$ cat src/rtl/laser_host_if.sv
// Host <-> controller/solver signal bundle for laser_host.
// master: the host block itself; slave: the controller/solver side.
interface laser_host_if;
    logic       load_en;
    logic [5:0] load_addr;
    logic [3:0] load_x;
    logic [3:0] load_y;
    logic       start;
    logic       busy;
    logic       laser_rst;
    logic [3:0] X;
    logic [3:0] Y;
    logic       DONE;
    logic [3:0] C1X;
    logic [3:0] C1Y;
    logic [3:0] C2X;
    logic [3:0] C2Y;
    logic       res_valid;
    logic [5:0] res_cnt;
    logic [3:0] res_c1x;
    logic [3:0] res_c1y;
    logic [3:0] res_c2x;
    logic [3:0] res_c2y;
    logic       res_timeout;

    modport master (
        input  load_en, load_addr, load_x, load_y, start, DONE, C1X, C1Y, C2X, C2Y,
        output busy, laser_rst, X, Y, res_valid, res_cnt,
               res_c1x, res_c1y, res_c2x, res_c2y, res_timeout
    );
    modport slave (
        output load_en, load_addr, load_x, load_y, start, DONE, C1X, C1Y, C2X, C2Y,
        input  busy, laser_rst, X, Y, res_valid, res_cnt,
               res_c1x, res_c1y, res_c2x, res_c2y, res_timeout
    );
endinterface

$ cat src/rtl/laser_host.sv
// Host for the LASER solver: buffers one point image, streams it to the solver,
// captures the two centres and scores how many buffered points they cover.
module laser_host #(
    parameter int NPTS      = 40,
    parameter int RADIUS_SQ = 16,
    parameter int TO_W      = 12
) (
    input logic          CLK,
    input logic          RST,
    laser_host_if.master bus
);
    typedef enum logic [2:0] {IDLE, SEND, WAIT, SCORE, REPORT} state_e;

    state_e          state_q, state_d;
    logic [5:0]      idx_q, idx_d;
    logic [TO_W-1:0] to_cnt_q, to_cnt_d;
    logic            laser_rst_q, laser_rst_d;
    logic            busy_q, busy_d;
    logic [3:0]      x_q, x_d, y_q, y_d;
    logic            res_valid_q, res_valid_d;
    logic [5:0]      res_cnt_q, res_cnt_d;
    logic [3:0]      c1x_q, c1x_d, c1y_q, c1y_d, c2x_q, c2x_d, c2y_q, c2y_d;
    logic            res_timeout_q, res_timeout_d;

    logic [3:0] mem_x [NPTS];
    logic [3:0] mem_y [NPTS];
    logic       we;
    logic [3:0] pt_x, pt_y;
    logic       hit;

    function automatic logic in_circle(input logic [3:0] px, py, cx, cy);
        logic [3:0] dx, dy;
        logic [7:0] dx2, dy2;
        logic [8:0] d2;
        dx  = (px > cx) ? px - cx : cx - px;
        dy  = (py > cy) ? py - cy : cy - py;
        dx2 = 8'(dx) * 8'(dx);
        dy2 = 8'(dy) * 8'(dy);
        d2  = 9'(dx2) + 9'(dy2);
        return d2 <= 9'(RADIUS_SQ);
    endfunction

    // Buffer is frozen while a run is in flight.
    assign we   = (state_q == IDLE) && bus.load_en && (bus.load_addr < 6'(NPTS));
    assign pt_x = mem_x[idx_q];
    assign pt_y = mem_y[idx_q];
    assign hit  = in_circle(pt_x, pt_y, c1x_q, c1y_q) || in_circle(pt_x, pt_y, c2x_q, c2y_q);

    always_ff @(posedge CLK) begin
        if (we) begin
            mem_x[bus.load_addr] <= bus.load_x;
            mem_y[bus.load_addr] <= bus.load_y;
        end
    end

    always_comb begin
        state_d       = state_q;
        idx_d         = idx_q;
        to_cnt_d      = to_cnt_q;
        laser_rst_d   = laser_rst_q;
        x_d           = x_q;
        y_d           = y_q;
        res_valid_d   = 1'b0;
        res_cnt_d     = res_cnt_q;
        c1x_d         = c1x_q;
        c1y_d         = c1y_q;
        c2x_d         = c2x_q;
        c2y_d         = c2y_q;
        res_timeout_d = res_timeout_q;
        case (state_q)
            IDLE: begin
                laser_rst_d = 1'b1;
                x_d         = 4'd0;
                y_d         = 4'd0;
                if (bus.start) begin
                    laser_rst_d = 1'b0;
                    // A same-cycle write to point 0 must reach the stream.
                    if (we && bus.load_addr == 6'd0) begin
                        x_d = bus.load_x;
                        y_d = bus.load_y;
                    end else begin
                        x_d = mem_x[0];
                        y_d = mem_y[0];
                    end
                    idx_d   = 6'd1;
                    state_d = SEND;
                end
            end
            SEND: begin
                if (idx_q == 6'(NPTS)) begin
                    x_d      = 4'd0;
                    y_d      = 4'd0;
                    to_cnt_d = '0;
                    state_d  = WAIT;
                end else begin
                    x_d   = pt_x;
                    y_d   = pt_y;
                    idx_d = idx_q + 6'd1;
                end
            end
            WAIT: begin
                to_cnt_d = to_cnt_q + 1'b1;
                if (bus.DONE) begin
                    c1x_d         = bus.C1X;
                    c1y_d         = bus.C1Y;
                    c2x_d         = bus.C2X;
                    c2y_d         = bus.C2Y;
                    res_cnt_d     = 6'd0;
                    res_timeout_d = 1'b0;
                    idx_d         = 6'd0;
                    state_d       = SCORE;
                end else if (to_cnt_d == '1) begin
                    c1x_d         = 4'd0;
                    c1y_d         = 4'd0;
                    c2x_d         = 4'd0;
                    c2y_d         = 4'd0;
                    res_cnt_d     = 6'd0;
                    res_timeout_d = 1'b1;
                    state_d       = REPORT;
                end
            end
            SCORE: begin
                if (hit && res_cnt_q < 6'(NPTS)) res_cnt_d = res_cnt_q + 6'd1;
                idx_d = idx_q + 6'd1;
                if (idx_q == 6'(NPTS - 1)) state_d = REPORT;
            end
            REPORT: begin
                res_valid_d = 1'b1;
                laser_rst_d = 1'b1;
                state_d     = IDLE;
            end
            default: state_d = IDLE;
        endcase
        busy_d = (state_d != IDLE);
    end

    always_ff @(posedge CLK) begin
        if (RST) begin
            state_q       <= IDLE;
            idx_q         <= 6'd0;
            to_cnt_q      <= '0;
            laser_rst_q   <= 1'b1;
            busy_q        <= 1'b0;
            x_q           <= 4'd0;
            y_q           <= 4'd0;
            res_valid_q   <= 1'b0;
            res_cnt_q     <= 6'd0;
            c1x_q         <= 4'd0;
            c1y_q         <= 4'd0;
            c2x_q         <= 4'd0;
            c2y_q         <= 4'd0;
            res_timeout_q <= 1'b0;
        end else begin
            state_q       <= state_d;
            idx_q         <= idx_d;
            to_cnt_q      <= to_cnt_d;
            laser_rst_q   <= laser_rst_d;
            busy_q        <= busy_d;
            x_q           <= x_d;
            y_q           <= y_d;
            res_valid_q   <= res_valid_d;
            res_cnt_q     <= res_cnt_d;
            c1x_q         <= c1x_d;
            c1y_q         <= c1y_d;
            c2x_q         <= c2x_d;
            c2y_q         <= c2y_d;
            res_timeout_q <= res_timeout_d;
        end
    end

    assign bus.busy        = busy_q;
    assign bus.laser_rst   = laser_rst_q;
    assign bus.X           = x_q;
    assign bus.Y           = y_q;
    assign bus.res_valid   = res_valid_q;
    assign bus.res_cnt     = res_cnt_q;
    assign bus.res_c1x     = c1x_q;
    assign bus.res_c1y     = c1y_q;
    assign bus.res_c2x     = c2x_q;
    assign bus.res_c2y     = c2y_q;
    assign bus.res_timeout = res_timeout_q;
endmodule

$ cat src/flat_wrapper.sv
// flat-port wrapper written by rule: the top's interface ports become plain ports
module laser_host_flat 
#(
    parameter int NPTS      = 40,
    parameter int RADIUS_SQ = 16,
    parameter int TO_W      = 12
)
  (CLK, RST, bus_load_en, bus_load_addr, bus_load_x, bus_load_y, bus_start, bus_DONE, bus_C1X, bus_C1Y, bus_C2X, bus_C2Y, bus_busy, bus_laser_rst, bus_X, bus_Y, bus_res_valid, bus_res_cnt, bus_res_c1x, bus_res_c1y, bus_res_c2x, bus_res_c2y, bus_res_timeout);
  laser_host_if bus_i ();
  input logic CLK;
  input logic RST;
  input wire logic [$bits(bus_i.load_en)-1:0] bus_load_en;
  input wire logic [$bits(bus_i.load_addr)-1:0] bus_load_addr;
  input wire logic [$bits(bus_i.load_x)-1:0] bus_load_x;
  input wire logic [$bits(bus_i.load_y)-1:0] bus_load_y;
  input wire logic [$bits(bus_i.start)-1:0] bus_start;
  input wire logic [$bits(bus_i.DONE)-1:0] bus_DONE;
  input wire logic [$bits(bus_i.C1X)-1:0] bus_C1X;
  input wire logic [$bits(bus_i.C1Y)-1:0] bus_C1Y;
  input wire logic [$bits(bus_i.C2X)-1:0] bus_C2X;
  input wire logic [$bits(bus_i.C2Y)-1:0] bus_C2Y;
  output wire logic [$bits(bus_i.busy)-1:0] bus_busy;
  output wire logic [$bits(bus_i.laser_rst)-1:0] bus_laser_rst;
  output wire logic [$bits(bus_i.X)-1:0] bus_X;
  output wire logic [$bits(bus_i.Y)-1:0] bus_Y;
  output wire logic [$bits(bus_i.res_valid)-1:0] bus_res_valid;
  output wire logic [$bits(bus_i.res_cnt)-1:0] bus_res_cnt;
  output wire logic [$bits(bus_i.res_c1x)-1:0] bus_res_c1x;
  output wire logic [$bits(bus_i.res_c1y)-1:0] bus_res_c1y;
  output wire logic [$bits(bus_i.res_c2x)-1:0] bus_res_c2x;
  output wire logic [$bits(bus_i.res_c2y)-1:0] bus_res_c2y;
  output wire logic [$bits(bus_i.res_timeout)-1:0] bus_res_timeout;
  assign bus_i.load_en = bus_load_en;
  assign bus_i.load_addr = bus_load_addr;
  assign bus_i.load_x = bus_load_x;
  assign bus_i.load_y = bus_load_y;
  assign bus_i.start = bus_start;
  assign bus_i.DONE = bus_DONE;
  assign bus_i.C1X = bus_C1X;
  assign bus_i.C1Y = bus_C1Y;
  assign bus_i.C2X = bus_C2X;
  assign bus_i.C2Y = bus_C2Y;
  assign bus_busy = bus_i.busy;
  assign bus_laser_rst = bus_i.laser_rst;
  assign bus_X = bus_i.X;
  assign bus_Y = bus_i.Y;
  assign bus_res_valid = bus_i.res_valid;
  assign bus_res_cnt = bus_i.res_cnt;
  assign bus_res_c1x = bus_i.res_c1x;
  assign bus_res_c1y = bus_i.res_c1y;
  assign bus_res_c2x = bus_i.res_c2x;
  assign bus_res_c2y = bus_i.res_c2y;
  assign bus_res_timeout = bus_i.res_timeout;
  laser_host #(.NPTS(NPTS), .RADIUS_SQ(RADIUS_SQ), .TO_W(TO_W)) u_core (.CLK(CLK), .RST(RST), .bus(bus_i));
endmodule
$ cat config.mk
export PLATFORM = sky130hd
export DESIGN_NAME = laser_host_flat
export DESIGN_NICKNAME = d
export VERILOG_FILES = /design/src/rtl/laser_host_if.sv /design/src/rtl/laser_host.sv /design/src/flat_wrapper.sv
export SDC_FILE = /design/constraint.sdc
export NUM_CORES = 1
export LEC_CHECK = 0
export ABC_AREA = 1
export BUFFER_PORTS_ARGS = -buffer_cell sky130_fd_sc_hd__buf_4
export CAP_MARGIN = 20
export CORE_ASPECT_RATIO = 1.75
export CORE_MARGIN = 4
export CORE_UTILIZATION = 56
export DETAILED_ROUTE_END_ITERATION = 10
export PLACE_DENSITY = 0.81
export SLEW_MARGIN = 30
export SYNTH_ARGS = -nofsm -noshare
export SYNTH_HDL_FRONTEND = slang
export SYNTH_SLANG_ARGS = --single-unit
$ cat constraint.sdc
create_clock -name CLK -period 7 [get_ports CLK]
set_input_delay 0.7 -clock CLK [delete_from_list [all_inputs] [get_ports CLK]]
set_output_delay 0.7 -clock CLK [all_outputs]
set_load 0.01 [all_outputs]
==> impl_results.md, run 1 <==
* Status: finished, violations left
* Failing checks: negative setup slack
* WL/cell at between 20 and 25 um
* PortBufs at 68
* Initial Utilization at 0.571
* Hpwl dp at 32,500 um
* GR Util met3 at 0.0339
* Finished Layout Cells at 2,431
* Main combinational cell family by area after synthesis: simple AND/OR/NAND/NOR gates
* Final hold viol count at 0
* CTS tree: yes
* CP max-delay cell: fa_1
* Simple-Gate Fraction of Synth Area at 0.222
* Crit share post-route at 1.00
* M1 GR Usage at 0.270
* Final #Nets at 2,139
* Internal at 4.68 mW
* Max-cap viol count at 0
* Hold-fix buffers at CTS at 0
* Fmax at 142 MHz
* Post-DP Area at 20,100 um^2
* Vias in the first global route at roughly 14,000
* Core Util, Final at 0.694
* First-pass GRT wire length at approximately 73,000 um
* Mux cell area share after synthesis at 0.00122
* Yosys warnings at 0
* Yosys top cell area share at 0.519
* Synth Instances at 1,834
* Seq/Total Area, Yosys at 0.585
* Clk slew on worst S/H paths at 0.07 ns
* Most common cell after layout, fill and taps aside: nand2_1
* Clock group share of total power at 0.296
* Num Clock Sinks at around 380
* # fillers at around 2,100
* Avg Cell Area, Syn at 10.1 um^2
* H-tree depth at 2
* Number of synthesized flops with an enable pin at 320
* Final WS setup at -0.0303 ns
* CORE AREA at 32,400 um^2
* Clk buf depth at 3
* Layout cells sized above 1 at 0.232
* Synth Flop Type: edfxtp_1
* Post-route cell area at 22,500 um^2
* Yosys reg bits at 381
* Largest cells by area after synthesis: edfxtp_1, nand2_1, nand3_1, dfxtp_1, ha_1
* Crit start category: flop
* Worst EP required at 7.47 ns
* Insertion delay of the later-clocked pin in the worst-skew pair at about 0.53 ns
* Placed Instances at roughly 2,300
* Critical Path Fanout Max at 6
* Largest net degree at the start of global routing at between 40 and 50
* Grt ovf at 0
* Multi-input logic area at 7350 um^2
* Final Critical Period at 7.03 ns
* Pre-CTS setup slack at -0.200 ns
* Mapped Area at 18,500 um^2
* Flop pwr share at 0.358
* Combinational Power Share at 0.346
* Routed wire length at approximately 53,000 um
* RSZ-0062 raised after global routing: yes
* Die area at 36,200 um^2
* Max VDD drop at between 0.2 and 0.25 mV
* Adder-Cell Fraction of Synth Area at 0.0790
* Leading area contributor after synthesis: edfxtp_1
* Leakage power at 8.90 nW
* Row count at between 80 and 90
* Slew Viols, Final at 0
* Routed Antenna Nets at 0
* CP arrival at 7.50 ns
* Hold crit path type: input pin to flop
* Slew margin rel. at 0.348
* Via count at 14,800
* Die Width at 146 um
* CTS Root Buffer Type: clkbuf_16
* Worst slew pin tran at approximately 1 ns
* Drt pass-1 iters at 7
* DR DRC count at 0
* Total GRT Usage at 0.253
* Die Y at between 200 and 250 um
* GP Congestion at between 0.9 and 1
* Distinct cells, synth at 50
* Average vias per placed instance at 6.08
* Compound-Gate Fraction of Synth Area at 0.0521
* 1st-iter DRT viols at 1,638
* Met2 Usage GRT at 0.474
* Synth Area in XOR/XNOR at 0.00797
* Top Ports at 69
* Initial antenna violation count at 1
* Worst Clk Skew at 0.0136 ns
* Tot Pwr at 6.93 mW
* Crit path kind: flop to flop
* TritonCTS Buffers at 35
* Storage cell area at 10,800 um^2
* Grt peak-use layer: met2
* Layout area overhead at 21.5%
* Most frequent cells in the layout: nand2_1, edfxtp_1, nand3_1
* Asr flop ratio synth at 0
* CP Capture Type: flop
* Cell area power density at roughly 300 nW/um^2
* Endpoints failing setup at 6
* Mapped Nets at 1,968
* Psw at 2.25 mW
* Slowest stage delay, CP at approximately 0.5 ns
* Switching power share of the total at 0.325
==> kinds of logic after synthesis <==
group | after synthesis
XOR/XNOR | 16
buffers and inverters | 229
flip-flops | 381
multiplexers | 2
AND/OR/NAND/NOR | 939
adder cells (fa/ha/maj) | 99
AO/OA/AOI/OAI | 168
==> cell usage after synthesis (all sizes together) (3+ instances only) <==
library cell and number:
o21bai 4, edfxtp 320, nor2 145, a211oi 3, or2 22, buf 53, o211ai 7, o21ai 85
nand3b 5, xor2 14, a21oi 49, nand4 9, inv 152, o22ai 10, nand2 467, clkbuf 24
ha 69, nor3 8, o221ai 6, nand3 281, dfxtp 61, fa 30
==> power groups by stage <==
stage | sequential (mW) | clock [mW] | combinational, mW
global route | 2.48 | 2.15 | 2.68
detailed placement | 2.53 | 0 | 2.09
global placement | 2.53 | 0 | 1.97
floorplan | 2.53 | 0 | 1.44
finish | 2.48 | 2.05 | 2.40
CTS | 2.48 | 2.05 | 2.15
==> stage by stage <==
step                TNS (ns)  hold WS, ns
CTS                        0        0.390
global route           -1.90        0.408
finish               -0.0671        0.394
global placement     -0.0127        0.459
detailed placement     -1.15        0.463
floorplan                  0        0.452
==> per-layer routing <==
| metal | wire length, um | up-vias |
|---|---|---|
| met5 | 0 | - |
| met4 | 4120 | 0 |
| met3 | 4330 | 273 |
| met2 | 27200 | 961 |
| met1 | 16900 | 6963 |
| li1 | - | 6575 |
==> worst max-delay path, delay by kind of cell (launching register included) <==
| kind | cells | cell delay (ns) |
|---|---|---|
| adder cells (fa/ha/maj) | 8 | 2.97 |
| buffers and inverters | 9 | 0.73 |
| AND/OR/NAND/NOR | 22 | 2.12 |
| AO/OA/AOI/OAI | 3 | 0.41 |
| XOR/XNOR | 1 | 0.30 |
| flip-flops | 1 | 0.45 |
==> path summary, 6_finish.rpt <==
| kind | startpoint | end | slack (ns) | cells after the start |
|---|---|---|---|---|
| setup / recovery | flop | u_core.bus.res_cnt[1] | -0.03 | 43 |
| hold / removal | bus_C1X[2] | u_core.bus.res_c1x[2] | 0.39 | 3 |
| setup reg to reg | flop | u_core.bus.res_cnt[1] | -0.03 | 43 |
| hold reg to reg | u_core.bus.res_timeout | u_core.bus.res_timeout | 0.48 | 2 |
==> final cells by class <==
type                    instances  share of cell area
diodes                          1            0.000111
clock buffers                  39              0.0400
clock inverters                23              0.0138
inverters                     152              0.0259
multi-input cells            1224               0.326
flip-flops and latches        381               0.481
well taps                     400              0.0222
repair buffers                211              0.0904
==> flip-flops by register name, indices dropped and copies added (netlist names), named ones only <==
name and cells:
u_core.bus.res_timeout 1, u_core.bus.laser_rst 1, u_core.bus.res_cnt 6, u_core.bus.busy 1, u_core.state_q 3, u_core.mem_y 160, u_core.to_cnt_q 12, u_core.bus.res_valid 1
u_core.bus.X 4, u_core.mem_x 160, u_core.bus.Y 4, u_core.bus.res_c2y 4, u_core.bus.res_c1y 4, u_core.bus.res_c2x 4, u_core.bus.res_c1x 4, u_core.idx_q 6
==> repair_timing <==
item / CTS / global route
setup endpoints to repair: 6 / 6
pin swaps: 2 / 67
gates resized for setup: 12 / 180
cloned: 1 / 14
setup buffers: 1 / 24
(Power assumes the default switching activity.)
==> run 2: changes to the inputs <==
- RECOVER_POWER: unset -> 50
==> impl_results.md, run 2 (synthesized netlist as in run 1, its figures left out) <==
* Final WS setup at -0.0200 ns
* Drt pass-1 iters at 5
* Worst EP required at approximately 7.5 ns
* Flop pwr share at 0.358
* HP Start: bus_C1X[2]
* GP Congestion at 0.933
* Final #Nets at about 2,100
* CP arrival at 7.48 ns
* Layout cells sized above 1 at 0.215
* H-tree depth at 2
* Critical Path Fanout Max at 6
* Combinational Power Share at 0.345
* Insertion delay of the later-clocked pin in the worst-skew pair at 0.54 ns
* Fmax at 142 MHz
* Grt ovf at 0
* PortBufs at 68
* Hold crit path type: input pin to flop
* Routed wire length at 52,500 um
* Failing checks: max-capacitance violations, max-slew violations, negative setup slack
* Psw at 2.25 mW
* Layout area overhead at 20.8%
* CP Capture Type: flop
* Status: finished, violations left
* Leakage power at 8.76 nW
* TritonCTS Buffers at 35
* Largest net degree at the start of global routing at 44
* Routed Antenna Nets at 0
* Slew Viols, Final at 336
* Num Clock Sinks at between 300 and 400
* Hold Slack at 0.398 ns
* Worst reg-to-reg setup slack at -0.02 ns
* CTS Root Buffer Type: clkbuf_16
* Clk buf depth at 3
* Internal at 4.68 mW
* Via count at ~15,000
* Max-cap viol count at 8
* CTS tree: yes
* Total GRT Usage at 0.253
* Hold Path Depth at 3
* Crit path kind: flop to flop
* Clock group share of total power at 0.296
* DR DRC count at 0
* Hpwl dp at 32,500 um
* Initial Utilization at 0.571
* Cell area power density at 310 nW/um^2
* Reg-to-Reg End: u_core.bus.res_cnt[1]
* Worst path bufs/invs at 9
* Max VDD drop at roughly 0.23 mV
* Clk slew on worst S/H paths at 0.07 ns
* CP max-delay cell: fa_1
* Slew margin rel. at -0.577
* Top Ports at 69
* 1st-iter DRT viols at ~1,700
* CORE AREA at 32,400 um^2
* Worst Clk Skew at 0.0159 ns
* Hold EP: u_core.bus.res_c1x[2]
* Worst slew pin tran at 2.37 ns
* Crit share post-route at 1.00
* Die Y at 249 um
* Most common cell after layout, fill and taps aside: nand2_1
* Most frequent cells in the layout: nand2_1, edfxtp_1, nand3_1
* Vias in the first global route at about 14,000
* Die area at 36,200 um^2
* R2r worst-path depth at 43
* Endpoints failing setup at 3
* Switching power share of the total at 0.325
* Top flop regs: u_core.mem_x: 160 flops, u_core.mem_y: 160 flops, u_core.to_cnt_q: 12 flops
* Row count at 87
* Die Width at 146 um
* WL/cell at 21.6 um
* Crit start category: flop
* Slowest stage delay, CP at 0.51 ns
* RSZ-0062 raised after global routing: yes
* Final Critical Period at 7.02 ns
* Worst path top cell family by delay: adder cells
* Core Util, Final at 0.690
* Final hold viol count at 0
* First-pass GRT wire length at 73,500 um
* Initial antenna violation count at 1
* Average vias per placed instance at 6.05
run 2: worst max path at each step:
stage                     from  depth (start not counted)  slack, ns                     to
after floorplan           flop                         40       0.38  u_core.bus.res_cnt[3]
after global placement    flop                         38     -0.007  u_core.bus.res_cnt[0]
after detailed placement  flop                         38      -0.20  u_core.bus.res_cnt[1]
after CTS                 flop                         37       0.02  u_core.bus.res_cnt[3]
after global routing      flop                         42      -0.34  u_core.bus.res_cnt[3]
final                     flop                         43      -0.02  u_core.bus.res_cnt[1]
run 2: area by class of cell:
| class | count | area [um^2] |
|---|---|---|
| clock buffer | 39 | 901 |
| fill | 2154 | 10100 |
| inverter | 152 | 583 |
| antenna | 1 | 2.50 |
| clock inverter | 23 | 312 |
| tap | 400 | 500 |
| sequential | 381 | 10800 |
| multi-input combinational | 1224 | 7340 |
| timing repair buffer | 211 | 1910 |
run 2: per-layer routing:
metal | part of all wire | vias up | global-route usage | wire (um)
met5 | 0 | - | 0 | 0
met4 | 0.078 | 0 | 0.148 | 4090
met3 | 0.080 | 273 | 0.0339 | 4220
met2 | 0.52 | 907 | 0.474 | 27300
met1 | 0.32 | 6945 | 0.270 | 16900
li1 | - | 6573 | - | -
run 2: stage by stage:
| step | setup slack [ns] | instances | TNS [ns] | cell area, um^2 | total power [mW] |
|---|---|---|---|---|---|
| final | -0.0200 | 2431 | -0.0295 | 22400 | 6.93 |
| after CTS | 0.0242 | 2392 | 0 | 21400 | 6.68 |
| after floorplan | 0.381 | 1834 | 0 | 18500 | 3.96 |
| after detailed placement | -0.200 | 2328 | -1.15 | 20100 | 4.61 |
| after global routing | -0.340 | 2430 | -1.90 | 22400 | 7.31 |
| after global placement | -0.00653 | 2328 | -0.0127 | 20100 | 4.50 |
run 2: worst reg2reg max path, delay by kind of cell, from the launching register on:
| family | cells | cell delay (ns) |
|---|---|---|
| and+or+nand+nor | 22 | 2.11 |
| AOI/OAI and AO/OA | 3 | 0.41 |
| xor gates and xnor gates | 1 | 0.30 |
| adders and majority gates | 8 | 2.97 |
| DFF | 1 | 0.45 |
| buffers and inverters | 9 | 0.74 |
run 2: timing repair:
item,CTS,global route
resized for setup,12,180
setup buffers,1,24
pin swaps,2,67
setup endpoints to repair,6,6
cloned,1,14
hold buffers,0,0
run 2: power groups by stage:
| stage | Clock [mW] | Sequential (mW) | Combinational [mW] |
|---|---|---|---|
| floorplan | 0 | 2.53 | 1.44 |
| global placement | 0 | 2.53 | 1.97 |
| global route | 2.15 | 2.48 | 2.67 |
| detailed placement | 0 | 2.53 | 2.09 |
| CTS | 2.05 | 2.48 | 2.15 |
| finish | 2.05 | 2.48 | 2.39 |
